`config.mk`:
```
export PLATFORM = sky130hd
export DESIGN_NAME = mem_wb_stage_flat
export DESIGN_NICKNAME = d
export VERILOG_FILES = /design/src/rtl/mem_wb_stage_if.sv /design/src/rtl/mem_wb_stage.sv /design/src/flat_wrapper.sv
export SDC_FILE = /design/constraint.sdc
export NUM_CORES = 1
export LEC_CHECK = 0
export CORE_MARGIN = 2
export CORE_UTILIZATION = 50
export DETAILED_ROUTE_END_ITERATION = 6
export PLACE_DENSITY = 0.91
export SLEW_MARGIN = 20
export SYNTH_ARGS = -nofsm -noshare
export SYNTH_HDL_FRONTEND = slang
export SYNTH_SLANG_ARGS = --single-unit
```
`constraint.sdc`:
```
create_clock -name clk -period 2.2 [get_ports clk]
set_input_delay 0.33 -clock clk [delete_from_list [all_inputs] [get_ports clk]]
set_output_delay 0.33 -clock clk [all_outputs]
set_load 0.1 [all_outputs]
```
`src/rtl/mem_wb_stage_if.sv`:
```
// MEM -> WB bus: instruction handoff plus the load response channel.
// The MEM side drives the master modport, and the writeback stage uses the slave modport.
interface mem_wb_stage_if #(
   parameter int DATA_WIDTH = 32,
   parameter int ADDR_WIDTH = 32,
   parameter int RD_WIDTH   = 5
);
   logic                  valid_mem;
   logic                  ready_go_mem;
   logic                  allow_in_wb;
   logic [ADDR_WIDTH-1:0] mem_address_i;
   logic [RD_WIDTH-1:0]   rd_mem;
   logic [1:0]            control_flow_i;
   logic [2:0]            ins_func3_i;
   logic                  mem_data_ok;
   logic [DATA_WIDTH-1:0] mem_read_data_i;

   modport master (
      output valid_mem, ready_go_mem, mem_address_i, rd_mem, control_flow_i,
             ins_func3_i, mem_data_ok, mem_read_data_i,
      input  allow_in_wb
   );

   modport slave (
      input  valid_mem, ready_go_mem, mem_address_i, rd_mem, control_flow_i,
             ins_func3_i, mem_data_ok, mem_read_data_i,
      output allow_in_wb
   );
endinterface

```
`src/rtl/mem_wb_stage.sv`:
```
// MEM/WB stage: holds one instruction, waits for its load response, and discards responses
// that belong to flushed loads. It also formats load data for the register file.
module mem_wb_stage #(
   parameter int DATA_WIDTH = 32,
   parameter int ADDR_WIDTH = 32,
   parameter int RD_WIDTH   = 5,
   parameter int MAX_DROP   = 2
) (
   input  logic                  clk,
   input  logic                  rst_n,
   mem_wb_stage_if.slave         mem_if,
   input  logic                  hold,
   input  logic                  flush,
   input  logic                  allow_in_regfile,
   output logic                  valid_wb,
   output logic                  ready_go_wb,
   output logic                  write_reg,
   output logic [RD_WIDTH-1:0]   rd_wb,
   output logic [DATA_WIDTH-1:0] wb_data,
   output logic                  mem2reg,
   output logic                  err_spurious,
   output logic                  err_drop_ovf
);
   localparam int DROP_W = $clog2(MAX_DROP + 1);
   localparam int OFF_W  = $clog2(DATA_WIDTH / 8);
   localparam logic [DROP_W-1:0] DROP_MAX = DROP_W'(MAX_DROP);

   logic                  valid_q, valid_d;
   logic                  data_valid_q, data_valid_d;
   logic [DROP_W-1:0]     drop_cnt_q, drop_cnt_d;
   logic [DATA_WIDTH-1:0] hold_data_q, hold_data_d;
   logic [ADDR_WIDTH-1:0] addr_q, addr_d;
   logic [RD_WIDTH-1:0]   rd_q, rd_d;
   logic [1:0]            cf_q, cf_d;
   logic [2:0]            func3_q, func3_d;

   logic is_load, live_ok, waiting, retire, allow_in, pipe_valid;
   logic drop_inc, drop_dec;

   assign is_load     = cf_q[1];
   assign live_ok     = mem_if.mem_data_ok & (drop_cnt_q == '0);
   assign waiting     = valid_q & is_load & ~data_valid_q;
   assign ready_go_wb = valid_q & (~is_load | data_valid_q | live_ok);
   assign retire      = ready_go_wb & allow_in_regfile & ~hold;
   assign allow_in    = ~valid_q | retire;
   assign pipe_valid  = mem_if.valid_mem & mem_if.ready_go_mem & ~flush;

   // A flushed load whose response arrives in the same cycle has consumed it, so it owes nothing.
   assign drop_inc     = flush & waiting & ~live_ok;
   assign drop_dec     = mem_if.mem_data_ok & (drop_cnt_q != '0);
   assign err_drop_ovf = drop_inc & ~drop_dec & (drop_cnt_q == DROP_MAX);
   assign err_spurious = live_ok & ~waiting;

   always_comb begin
      valid_d      = valid_q;
      data_valid_d = data_valid_q;
      hold_data_d  = hold_data_q;
      addr_d       = addr_q;
      rd_d         = rd_q;
      cf_d         = cf_q;
      func3_d      = func3_q;
      drop_cnt_d   = drop_cnt_q;

      if (flush) begin
         valid_d      = 1'b0;
         data_valid_d = 1'b0;
      end else if (allow_in) begin
         valid_d      = pipe_valid;
         data_valid_d = 1'b0;
         if (pipe_valid) begin
            addr_d  = mem_if.mem_address_i;
            rd_d    = mem_if.rd_mem;
            cf_d    = mem_if.control_flow_i;
            func3_d = mem_if.ins_func3_i;
         end
      end else if (waiting & live_ok) begin
         hold_data_d  = mem_if.mem_read_data_i;
         data_valid_d = 1'b1;
      end

      if (drop_inc & ~drop_dec & (drop_cnt_q != DROP_MAX)) begin
         drop_cnt_d = drop_cnt_q + 1'b1;
      end else if (drop_dec & ~drop_inc) begin
         drop_cnt_d = drop_cnt_q - 1'b1;
      end
   end

   always_ff @(posedge clk or negedge rst_n) begin
      if (!rst_n) begin
         valid_q      <= 1'b0;
         data_valid_q <= 1'b0;
         drop_cnt_q   <= '0;
         hold_data_q  <= '0;
         addr_q       <= '0;
         rd_q         <= '0;
         cf_q         <= '0;
         func3_q      <= '0;
      end else begin
         valid_q      <= valid_d;
         data_valid_q <= data_valid_d;
         drop_cnt_q   <= drop_cnt_d;
         hold_data_q  <= hold_data_d;
         addr_q       <= addr_d;
         rd_q         <= rd_d;
         cf_q         <= cf_d;
         func3_q      <= func3_d;
      end
   end

   logic [DATA_WIDTH-1:0] src, fmt;
   logic [OFF_W-1:0]      off, half_off, word_off;
   logic [7:0]            byte_v;
   logic [15:0]           half_v;
   logic [31:0]           word_v;

   // Lane selection ignores the low address bits below each access size (natural alignment).
   assign src      = data_valid_q ? hold_data_q : mem_if.mem_read_data_i;
   assign off      = addr_q[OFF_W-1:0];
   assign half_off = off & ~OFF_W'(1);
   assign word_off = off & ~OFF_W'(3);
   assign byte_v   = 8'(src >> {off, 3'b000});
   assign half_v   = 16'(src >> {half_off, 3'b000});
   assign word_v   = 32'(src >> {word_off, 3'b000});

   always_comb begin
      fmt = src;
      case (func3_q)
         3'b000:  fmt = DATA_WIDTH'($signed(byte_v));
         3'b001:  fmt = DATA_WIDTH'($signed(half_v));
         3'b010:  fmt = DATA_WIDTH'($signed(word_v));
         3'b100:  fmt = DATA_WIDTH'(byte_v);
         3'b101:  fmt = DATA_WIDTH'(half_v);
         3'b110:  fmt = DATA_WIDTH'(word_v);
         default: fmt = src;
      endcase
   end

   assign wb_data            = is_load ? fmt : DATA_WIDTH'(addr_q);
   assign write_reg          = valid_q & cf_q[0] & ready_go_wb;
   assign mem2reg            = valid_q & is_load;
   assign valid_wb           = valid_q;
   assign rd_wb              = rd_q;
   assign mem_if.allow_in_wb = allow_in;
endmodule

```
`src/flat_wrapper.sv`:
```
// flat-port wrapper written by rule: the top's interface ports become plain ports
module mem_wb_stage_flat 
#(
   parameter int DATA_WIDTH = 32,
   parameter int ADDR_WIDTH = 32,
   parameter int RD_WIDTH   = 5,
   parameter int MAX_DROP   = 2
)
  (clk, rst_n, hold, flush, allow_in_regfile, valid_wb, ready_go_wb, write_reg, rd_wb, wb_data, mem2reg, err_spurious, err_drop_ovf, mem_if_valid_mem, mem_if_ready_go_mem, mem_if_mem_address_i, mem_if_rd_mem, mem_if_control_flow_i, mem_if_ins_func3_i, mem_if_mem_data_ok, mem_if_mem_read_data_i, mem_if_allow_in_wb);
  mem_wb_stage_if #(.DATA_WIDTH(DATA_WIDTH), .ADDR_WIDTH(ADDR_WIDTH), .RD_WIDTH(RD_WIDTH)) mem_if_i ();
  input  logic clk;
  input  logic rst_n;
  input  logic hold;
  input  logic flush;
  input  logic allow_in_regfile;
  output logic valid_wb;
  output logic ready_go_wb;
  output logic write_reg;
  output logic [RD_WIDTH-1:0] rd_wb;
  output logic [DATA_WIDTH-1:0] wb_data;
  output logic mem2reg;
  output logic err_spurious;
  output logic err_drop_ovf;
  input wire logic [$bits(mem_if_i.valid_mem)-1:0] mem_if_valid_mem;
  input wire logic [$bits(mem_if_i.ready_go_mem)-1:0] mem_if_ready_go_mem;
  input wire logic [$bits(mem_if_i.mem_address_i)-1:0] mem_if_mem_address_i;
  input wire logic [$bits(mem_if_i.rd_mem)-1:0] mem_if_rd_mem;
  input wire logic [$bits(mem_if_i.control_flow_i)-1:0] mem_if_control_flow_i;
  input wire logic [$bits(mem_if_i.ins_func3_i)-1:0] mem_if_ins_func3_i;
  input wire logic [$bits(mem_if_i.mem_data_ok)-1:0] mem_if_mem_data_ok;
  input wire logic [$bits(mem_if_i.mem_read_data_i)-1:0] mem_if_mem_read_data_i;
  output wire logic [$bits(mem_if_i.allow_in_wb)-1:0] mem_if_allow_in_wb;
  assign mem_if_i.valid_mem = mem_if_valid_mem;
  assign mem_if_i.ready_go_mem = mem_if_ready_go_mem;
  assign mem_if_i.mem_address_i = mem_if_mem_address_i;
  assign mem_if_i.rd_mem = mem_if_rd_mem;
  assign mem_if_i.control_flow_i = mem_if_control_flow_i;
  assign mem_if_i.ins_func3_i = mem_if_ins_func3_i;
  assign mem_if_i.mem_data_ok = mem_if_mem_data_ok;
  assign mem_if_i.mem_read_data_i = mem_if_mem_read_data_i;
  assign mem_if_allow_in_wb = mem_if_i.allow_in_wb;
  mem_wb_stage #(.DATA_WIDTH(DATA_WIDTH), .ADDR_WIDTH(ADDR_WIDTH), .RD_WIDTH(RD_WIDTH), .MAX_DROP(MAX_DROP)) u_core (.clk(clk), .rst_n(rst_n), .mem_if(mem_if_i), .hold(hold), .flush(flush), .allow_in_regfile(allow_in_regfile), .valid_wb(valid_wb), .ready_go_wb(ready_go_wb), .write_reg(write_reg), .rd_wb(rd_wb), .wb_data(wb_data), .mem2reg(mem2reg), .err_spurious(err_spurious), .err_drop_ovf(err_drop_ovf));
endmodule
```
==> impl_summary.log <==
INFO  metric run_status = finished with violations
INFO  metric violations = setup timing
INFO  metric critPathArrivalTime = 2.35 ns
INFO  metric starting_density_of_the_core = 0.5183
INFO  metric worstReg2RegEnd = u_core.addr_q[15]
INFO  metric tritoncts_clock_tree = done
INFO  metric clk_latency = 0.37 ns
INFO  metric register_area = 1961 um^2
INFO  metric synth_flop_cell = sky130_fd_sc_hd__dfrtp_1
INFO  metric cpMaxStageDelayCell = sky130_fd_sc_hd__dfrtp_2
INFO  metric final.setup.tns = -13.47 ns
INFO  metric synth_fp_nets = 524
INFO  metric cp.required = 1.87 ns
INFO  metric wl_met1 = 7463 um
INFO  metric grt_start_max_net_pins = 42
INFO  metric cp-start-kind = register
INFO  metric average_cell_area_after_synthesis = 10.94 um^2
INFO  metric ctsLongestPathBuffers = 2
INFO  metric fmaxAchievable = 373.0 MHz
INFO  metric clock_transition_time_at_the_flip_flop_clock_pins_of_the_worst_setup_and_hold_paths = 0.09 ns
INFO  metric syn-cell-area = 4835 um^2
INFO  metric synthesis.yosys.warnings = 0
INFO  metric drt_drc_violations_left = 0
INFO  metric crit_path_launch = u_core.addr_q[0]
INFO  metric worst_r2r_path_depth = 6
INFO  metric yosys.cell_types.count = 41
INFO  metric fin_crit_sh = 1.219
INFO  metric synth_most_common_cell = sky130_fd_sc_hd__mux2_2
INFO  metric finalNetCount = 692
INFO  metric worstPathCellList = buf_6, buf_4, and2b_4, buf_6, nand2_1, nand4_1, a31o_4, buf_12
INFO  metric min_path_type = in2async
INFO  metric synthArstFlopShare = 1.000
INFO  metric fillerInstances = 369
INFO  metric peak_per_stage_delay_on_the_critical_path = 0.50 ns
INFO  metric finalWorstSetupSlack = -0.4811 ns
INFO  metric worstSetupPathType = reg2out
INFO  metric htree_num_levels = 3
INFO  metric grt_antenna_before_repair = 0
INFO  metric clock_sinks = 78
INFO  metric design.die.area = 10470 um^2
INFO  metric drt-initial-drc-count = 627
INFO  metric synthDominantAreaCellType = sky130_fd_sc_hd__dfrtp_1
INFO  metric timing.critical_path.fanout_max = 6
INFO  metric p_leak = 0.003241 uW
INFO  metric number_of_global_route_vias_before_repair = 5028
INFO  metric routed-wl-met3 = 2353 um
INFO  metric maxCapViolCount = 0
INFO  metric critical_r2r_launch = u_core.drop_cnt_q[0]
INFO  metric gr_overflow_total = 0
INFO  metric timing_hold_violations_final = 0
INFO  metric synthTopCellsByCount = 93 x sky130_fd_sc_hd__mux2_2, 78 x sky130_fd_sc_hd__dfrtp_1, 59 x sky130_fd_sc_hd__nand2_1, 20 x sky130_fd_sc_hd__nor2_1, 19 x sky130_fd_sc_hd__a21oi_1
INFO  metric vias = 5064
INFO  metric route.detailed.wl_per_inst = 27.76 um
INFO  metric worst_hold_slack = 0.4865 ns
INFO  metric cp_common_cell = sky130_fd_sc_hd__buf_6
INFO  metric clockRootBuffer = sky130_fd_sc_hd__clkbuf_8
INFO  metric detailroute.wirelength.met2 = 9457 um
INFO  metric yosys.area.top_type_share = 0.4037
INFO  metric final_setup_skew = 0.004171 ns
INFO  metric n_antenna_cell = 0
INFO  metric tritoncts.num_buffers = 9
INFO  metric io_buffer_count = 125
INFO  metric maxSlewHeadroom = 0.6086
INFO  metric syn-instance-count = 442
INFO  metric std_cell_rows = 35
INFO  metric dr.pass1.iters = 6
INFO  metric routabilityCongestion = 0.9098
INFO  metric rsz0062_at_grt = yes
INFO  metric r2r_slack = -0.02 ns
INFO  metric grt.total_usage = 0.3667
INFO  metric final_period_minus_worst_setup_slack = 2.681 ns
INFO  metric tightestPinTransition = 0.5871 ns
INFO  metric worst_setup_path_end_kind = primary output
INFO  metric synth_top_area_cells = sky130_fd_sc_hd__dfrtp_1 40%, sky130_fd_sc_hd__mux2_2 22%, sky130_fd_sc_hd__nand2_1 4.6%
INFO  metric power_per_cell_area = 1130 nW/um^2
INFO  metric post-dp-hpwl = 11140 um
INFO  metric multi_input_area = 3432 um^2
INFO  metric die_w = 102.3 um
INFO  metric seq_total_area_yosys = 0.4037
INFO  metric ir_drop = 1.156 mV
INFO  metric syn2layout_area_growth = 68.30%
INFO  metric route.detailed.vias_per_inst = 6.806
INFO  metric synth_enable_flop_cells = 0
INFO  metric placedInstanceArea = 7247 um^2
INFO  metric boundaryPins = 126
INFO  metric slew_violations = 0
INFO  metric postRouteWirelength = 20660 um
INFO  metric finalInstanceArea = 8137 um^2
INFO  metric postSynthRegisterBits = 78
INFO  metric grt_pass1_wl = 28670 um
INFO  metric core_area = 9328 um^2
INFO  metric top_layer_used = met4
INFO  metric die-height = 102.3 um
INFO  metric drive_gt1_frac = 0.5220
INFO  metric setup-violations-final = 63
INFO  metric antenna_violating_nets_post_route = 0
-- routing by layer --
metal	vias up	global-route usage
met3	149	0.1026
met1	2479	0.4714
met4	0	0.1641
met5	-	0
met2	450	0.5805
li1	1986	-
-- cell families after synthesis --
family | share of synthesized area
flip-flops | 0.4037
buffers and inverters | 0.04192
multiplexers | 0.2974
AO/OA/AOI/OAI | 0.1294
AND/OR/NAND/NOR | 0.1276
-- power by group --
group | internal, uW | switching [uW]
clock | 648 | 599
sequential | 1790 | 414
combinational | 2280 | 3470
-- sequential cells by signal (all words and copies together), names as in the netlist --
signal	flops
u_core.drop_cnt_q	2
u_core.hold_data_q	32
u_core.cf_q	2
u_core.addr_q	32
u_core.valid_wb	1
u_core.rd_wb	5
u_core.data_valid_q	1
u_core.func3_q	3
-- critical path: cells and delay by family, from the launching register on --
family / cells / cell delay (ns)
buffers and inverters: 4 / 0.60
and+or+nand+nor: 3 / 0.53
DFF: 1 / 0.50
AOI/OAI and AO/OA: 1 / 0.33
-- metrics by stage --
stage / cells / setup slack [ns] / utilization / power (uW)
floorplan: 442 / -0.3451 / - / 5346
global placement: 704 / -0.4131 / 0.7769 / 7001
detailed placement: 704 / -0.4571 / 0.7769 / 7148
CTS: 735 / -0.4469 / 0.8484 / 8739
global route: 744 / -0.5039 / 0.8723 / 9367
finish: 744 / -0.4811 / 0.8723 / 9192
-- timing repair --
action / in CTS / in global routing
setup buffers: 9 / 10
cloned: 5 / 0
setup endpoints to repair: 33 / 34
hold buffers: 1 / 0
pin swaps: 38 / 24
gates resized for setup: 61 / 31
endpoints found under the hold margin: 40 / 0
-- cells in the final DEF, fill, tap and decap left out, types with 4 or more instances in the layout --
cell type                         count
sky130_fd_sc_hd__and3b_1             15
sky130_fd_sc_hd__nand4_1              7
sky130_fd_sc_hd__nand2_2              7
sky130_fd_sc_hd__a211oi_2             7
sky130_fd_sc_hd__a31oi_4              9
sky130_fd_sc_hd__nand2_1             49
sky130_fd_sc_hd__mux2_1               8
sky130_fd_sc_hd__a211oi_4            10
sky130_fd_sc_hd__a311oi_2             6
sky130_fd_sc_hd__dfrtp_1             73
sky130_fd_sc_hd__o2bb2ai_1            8
sky130_fd_sc_hd__buf_4               49
sky130_fd_sc_hd__a21oi_4             16
sky130_fd_sc_hd__nor2_1              18
sky130_fd_sc_hd__buf_12              46
sky130_fd_sc_hd__clkbuf_8             9
sky130_fd_sc_hd__a31o_4               7
sky130_fd_sc_hd__buf_6               12
sky130_fd_sc_hd__clkdlybuf4s50_1     79
sky130_fd_sc_hd__o22ai_1              8
sky130_fd_sc_hd__dfrtp_2              4
sky130_fd_sc_hd__mux2_2              91
sky130_fd_sc_hd__mux2i_1             10
sky130_fd_sc_hd__mux4_2               8
-- worst max path at each step --
stage,to,slack (ns),depth (start not counted)
after floorplan,wb_data[20],-0.35,7
after global placement,wb_data[27],-0.41,7
after detailed placement,wb_data[26],-0.46,7
after CTS,wb_data[26],-0.45,7
after global routing,wb_data[26],-0.50,7
final,wb_data[3],-0.48,8
-- area by class of cell --
cell class	instances	area share
multi-input combinational	326	0.4218
timing repair buffer	193	0.2889
sequential	78	0.2410
tap	129	0.01984
clock buffer	10	0.01569
clock inverter	6	0.01138
inverter	2	0.001384
Note: power is estimated with default switching activity, not from simulation.
